$ cat config.mk
export PLATFORM = sky130hd
export DESIGN_NAME = div_arbiter
export DESIGN_NICKNAME = d
export VERILOG_FILES = /design/src/rtl/div_arbiter.sv
export SDC_FILE = /design/constraint.sdc
export NUM_CORES = 1
export LEC_CHECK = 0
export BUFFER_PORTS_ARGS = -buffer_cell sky130_fd_sc_hd__buf_2
export CAP_MARGIN = 15
export CORE_UTILIZATION = 40
export DETAILED_ROUTE_END_ITERATION = 10
export HOLD_SLACK_MARGIN = 0.12
export MAX_ROUTING_LAYER = met4
export PLACE_DENSITY = 0.81
export SLEW_MARGIN = 20
export SYNTH_ARGS = -nofsm -noshare
export SYNTH_HDL_FRONTEND = slang
export SYNTH_SLANG_ARGS = --single-unit
$ cat constraint.sdc
create_clock -name clk -period 2.8 [get_ports clk]
set_input_delay 0.28 -clock clk [delete_from_list [all_inputs] [get_ports clk]]
set_output_delay 0.28 -clock clk [all_outputs]
set_load 0.05 [all_outputs]
$ cat src/rtl/div_arbiter.sv
// rtl/div_arbiter.sv - round-robin arbiter sharing one div_16 divider among N requesters
module div_arbiter #(
    parameter int          N         = 4,
    parameter int          TIMEOUT   = 64,
    parameter logic [15:0] DZ_RESULT = 16'hFFFF
) (
    input  logic            clk,
    input  logic            rst,
    input  logic [N-1:0]    req,
    input  logic [16*N-1:0] a_in,
    input  logic [16*N-1:0] b_in,
    output logic [N-1:0]    gnt,
    output logic [N-1:0]    rsp_valid,
    output logic [15:0]     rsp_data,
    output logic            rsp_err,
    output logic            busy,
    output logic            div_init,
    output logic [15:0]     div_A,
    output logic [15:0]     div_B,
    input  logic [15:0]     div_result,
    input  logic            div_done
);
    localparam int IW  = (N > 1) ? $clog2(N) : 1;
    localparam int IW1 = IW + 1;
    localparam int CW  = $clog2(TIMEOUT);

    typedef enum logic [1:0] {IDLE, LAUNCH, WAIT, RESPOND} state_t;

    state_t         state, state_nx;
    logic [IW-1:0]  ptr, winner, pick;
    logic [IW:0]    cand;
    logic           found;
    logic [15:0]    a_pick, b_pick;
    logic [CW-1:0]  tmo_cnt;
    logic           seen_low;
    logic           accept, expire;

    // First requester at or above ptr, wrapping at N.
    always_comb begin
        found = 1'b0;
        pick  = '0;
        cand  = '0;
        for (int k = 0; k < N; k++) begin
            cand = {1'b0, ptr} + IW1'(k);
            if (cand >= IW1'(N))
                cand = cand - IW1'(N);
            if (!found && req[cand[IW-1:0]]) begin
                found = 1'b1;
                pick  = cand[IW-1:0];
            end
        end
    end

    assign a_pick = a_in[16*pick +: 16];
    assign b_pick = b_in[16*pick +: 16];

    // A done level left over from the previous operation only counts after it has been seen low.
    assign accept = (state == WAIT) && div_done && seen_low;
    assign expire = (state == WAIT) && (tmo_cnt == CW'(TIMEOUT - 1));

    assign div_init  = (state == LAUNCH);
    assign busy      = (state != IDLE);
    assign rsp_valid = (state == RESPOND) ? gnt : '0;

    always_ff @(posedge clk or negedge rst) begin
        if (!rst)
            state <= IDLE;
        else
            state <= state_nx;
    end

    always_comb begin
        state_nx = state;
        case (state)
            IDLE:    if (found) state_nx = (b_pick == 16'd0) ? RESPOND : LAUNCH;
            LAUNCH:  state_nx = WAIT;
            WAIT:    if (accept || expire) state_nx = RESPOND;
            RESPOND: state_nx = IDLE;
            default: state_nx = IDLE;
        endcase
    end

    always_ff @(posedge clk or negedge rst) begin
        if (!rst) begin
            ptr      <= '0;
            winner   <= '0;
            gnt      <= '0;
            div_A    <= '0;
            div_B    <= '0;
            rsp_data <= '0;
            rsp_err  <= 1'b0;
            tmo_cnt  <= '0;
            seen_low <= 1'b0;
        end else begin
            case (state)
                IDLE: begin
                    if (found) begin
                        winner <= pick;
                        gnt    <= {{(N-1){1'b0}}, 1'b1} << pick;
                        div_A  <= a_pick;
                        div_B  <= b_pick;
                        if (b_pick == 16'd0) begin
                            rsp_data <= DZ_RESULT;
                            rsp_err  <= 1'b1;
                        end
                    end
                end
                LAUNCH: begin
                    tmo_cnt  <= '0;
                    seen_low <= 1'b0;
                end
                WAIT: begin
                    tmo_cnt <= tmo_cnt + 1'b1;
                    if (!div_done)
                        seen_low <= 1'b1;
                    if (accept) begin
                        rsp_data <= div_result;
                        rsp_err  <= 1'b0;
                    end else if (expire) begin
                        rsp_data <= '0;
                        rsp_err  <= 1'b1;
                    end
                end
                RESPOND: begin
                    gnt <= '0;
                    ptr <= (winner == IW'(N - 1)) ? '0 : winner + 1'b1;
                end
                default: ;
            endcase
        end
    end
endmodule

==> results.py <==
metrics = {
    "status": {
        "status": "finished, violations left",
        "violations": "negative setup slack",
    },
    "routing": {
        "via_per_inst": 5.13,
        "routed_wl_mm": 12.8,
        "drtPass1Iterations": 4,
        "drtIter0Drc": 123,
        "vias": 4329,
        "antenna_left": 0,
        "wl_per_cell_um": 15.1,
        "drc": 0,
    },
    "global_routing": {
        "globalRouteMet1Util_pct": 26.8,
        "busiest_layer": "met2",
        "grt_pass1_vias": 4272,
        "gr-total-overflow": 0,
        "grt_usage_pct": 24.5,
        "grt_max_degree": 37,
        "met3_usage_pct": 4.07,
        "antenna_found_initial": 0,
        "grt_pass1_wl_mm": 19.4,
        "grtUsageMet2_pct": 44.9,
    },
    "die": {
        "row_count": 36,
        "die_w_um": 103,
        "initial_utilization_pct": 41.5,
        "core_um2": 9860,
        "die_area_um2": 10600,
        "io_pins": 210,
        "die_h_um": 103,
    },
    "worst_setup_path": {
        "crit_required_ns": 3.08,
        "crit_type": "register to register",
        "rrSetupSlack_ns": -0.24,
        "reg2reg_depth": 13,
        "r2r-start": "ptr[1]",
        "timing.rr.end": "rsp_data[15]",
        "cp-end-kind": "register",
        "start_kind": "register",
        "arrival_ns": 3.31,
        "cp_max_fo": 8,
    },
    "hold_path": {
        "hp-start": "div_result[11]",
        "hp-class": "input pin to register",
        "worstHoldPathCells": 3,
        "holdPathEnd": "rsp_data[11]",
    },
    "synth": {
        "synth_edf_count": 0,
        "async_flop_share_pct": 100,
        "ys_seq_area_share_pct": 40.4,
        "synth-compound-area-share_pct": 11.6,
        "synth_top_area_cell": "dfrtp_1",
        "synth_warnings": 0,
        "synth-simple-area-share_pct": 27.5,
        "synth_area_per_cell_um2": 8.56,
        "synthTopCellsByArea": "dfrtp_1 (40%), nand2_1 (16%), mux2i_1 (12%)",
        "synth_fa_ha_area_share_pct": 2.14,
        "yosys-mux-area-fraction_pct": 12.6,
        "synth-xor-area-share_pct": 0.214,
        "synth_top_family_by_area": "simple AND/OR/NAND/NOR gates",
        "synth_ff_type": "dfrtp_1",
        "ys_ff_latch": 66,
        "synth_top_area_share_pct": 40.4,
        "synth_nets": 636,
        "syn_inst": 478,
        "syn_area_um2": 4090,
        "ys_types": 41,
    },
    "timing": {
        "skew_ns": 0.0146,
        "fmax_mhz": 329,
        "rsz0062_at_grt": "yes",
        "max_slew_margin_pct": 52.1,
        "min_period_ns": 3.04,
        "worst_pin_slew_ns": 0.718,
        "hold_violations": 0,
        "slew_viol_final": 0,
        "final.setup.tns_ns": -3.43,
        "post-route-period-util_pct": 109,
        "finalSetupViolCount": 18,
        "whs_ns": 0.174,
        "layout_setup_ws_ns": -0.238,
    },
    "layout": {
        "antenna_cells": 0,
        "syn_to_final_growth_pct": 43.2,
        "final_cell_mix": "buf_2 (209), nand2_1 (171), dfrtp_1 (65)",
        "multi_input_area_um2": 2260,
        "drive_gt1_share_pct": 41.6,
        "fin_nets": 864,
        "stdcell_area_um2": 5860,
        "nFillCells": 838,
        "final-seq-area_um2": 1650,
        "utilization_pct": 59.4,
        "final_common_cell": "buf_2",
    },
    "clock_tree": {
        "numCtsBuffers": 9,
        "clk_latency_ns": 0.34,
        "cts_tree": "yes",
        "path_clk_slew_ns": 0.09,
        "htreeDepth": 3,
        "clkSinkCount": 66,
        "ctsRootBufferMaster": "clkbuf_8",
        "clockBufferDepth": 2,
    },
    "placed_design": {
        "numPortBuffers": 209,
        "placed_cell_area_um2": 5310,
        "place_hpwl_mm": 9.08,
        "gp_congestion": 0.884,
    },
    "power": {
        "power_leakage_uw": 0.00313,
        "powerDensity_nw_per_um2": 1270,
        "peakVddDrop_mv": 0.622,
    },
    "job": {
        "max-cap-violations": 0,
    },
}
state kept, by name (all words and copies together), names as in the netlist:
register / cells
gnt: 4
tmo_cnt: 6
ptr: 2
seen_low: 1
winner: 2
div_A: 16
div_B: 16
rsp_err: 1
rsp_data: 16
state: 2
cells in the mapped netlist (all sizes together) (2+ instances only):
| library cell | count |
|---|---|
| a21oi | 8 |
| a2bb2oi | 16 |
| and2 | 5 |
| and3 | 2 |
| buf | 12 |
| clkbuf | 20 |
| dfrtp | 66 |
| ha | 7 |
| inv | 11 |
| mux2i | 50 |
| nand2 | 171 |
| nand2b | 3 |
| nand3 | 53 |
| nand4 | 2 |
| nor2 | 9 |
| nor3 | 4 |
| nor4 | 5 |
| o21ai | 17 |
| o22a | 2 |
cell families (layout without fill, tap and decap cells):
| group | after synthesis | count (layout) |
|---|---|---|
| AO/OA/AOI/OAI | 53 | 53 |
| multiplexers | 51 | 51 |
| adder cells (fa/ha/maj) | 7 | 7 |
| buffers and inverters | 43 | 276 |
| flip-flops | 66 | 66 |
| AND/OR/NAND/NOR | 257 | 257 |
| XOR/XNOR | 1 | 1 |
critical path, stage by stage, from the launching register on:
cell       delay [ns]
dfrtp_2          0.44
or3b_4           0.40
o221ai_4         0.09
buf_12           0.16
buf_12           0.12
buf_16           0.11
mux2i_1          0.24
mux2i_1          0.14
nor4_2           0.38
a41oi_2          0.21
buf_4            0.19
nor2_4           0.16
clkbuf_16        0.19
a2bb2oi_2        0.14
power breakdown:
part	internal, uW	total [uW]	switching [uW]
Combinational	1820	5020	3200
Clock	325	719	394
Sequential	1410	1720	307
per-stage QoR:
stage	setup WS (ns)	instances	power, uW
2_1_floorplan	0.0811	478	5120
3_5_place_dp	-0.212	804	6250
4_1_cts	-0.141	839	7370
3_3_place_gp	-0.0209	804	6100
6_report	-0.238	844	7460
5_1_grt	-0.377	844	7950
how the worst max path moves through the flow:
stage | from | to
after global placement | ptr[1] | rsp_data[11]
after floorplan | ptr[1] | rsp_data[0]
after global routing | ptr[1] | rsp_data[15]
after CTS | ptr[1] | rsp_data[4]
final | ptr[1] | rsp_data[15]
after detailed placement | ptr[1] | rsp_data[13]
layout make-up:
class	count	share of cell area, %
inverter	11	0.705
sequential	66	28.2
tap	133	2.84
clock buffer	9	2.11
clock inverter	7	0.897
multi-input combinational	369	38.6
timing repair buffer	249	26.6
per-layer routing:
layer  routed length (um)  vias up
met2                 6710      176
met5                    0        -
met1                 4960     2055
met4                  178        0
met3                  930       19
li1                     -     2079
repair_timing:
action / 4_1_cts / 5_1_grt
cloned: 4 / 1
resized for setup: 9 / 6
buffers inserted: 14 / 5
hold buffers: 1 / 0
pin swaps: 8 / 9
endpoints found under the hold margin: 30 / 0
endpoints found under the setup margin: 17 / 18
Power figures use the tool's default switching activity.
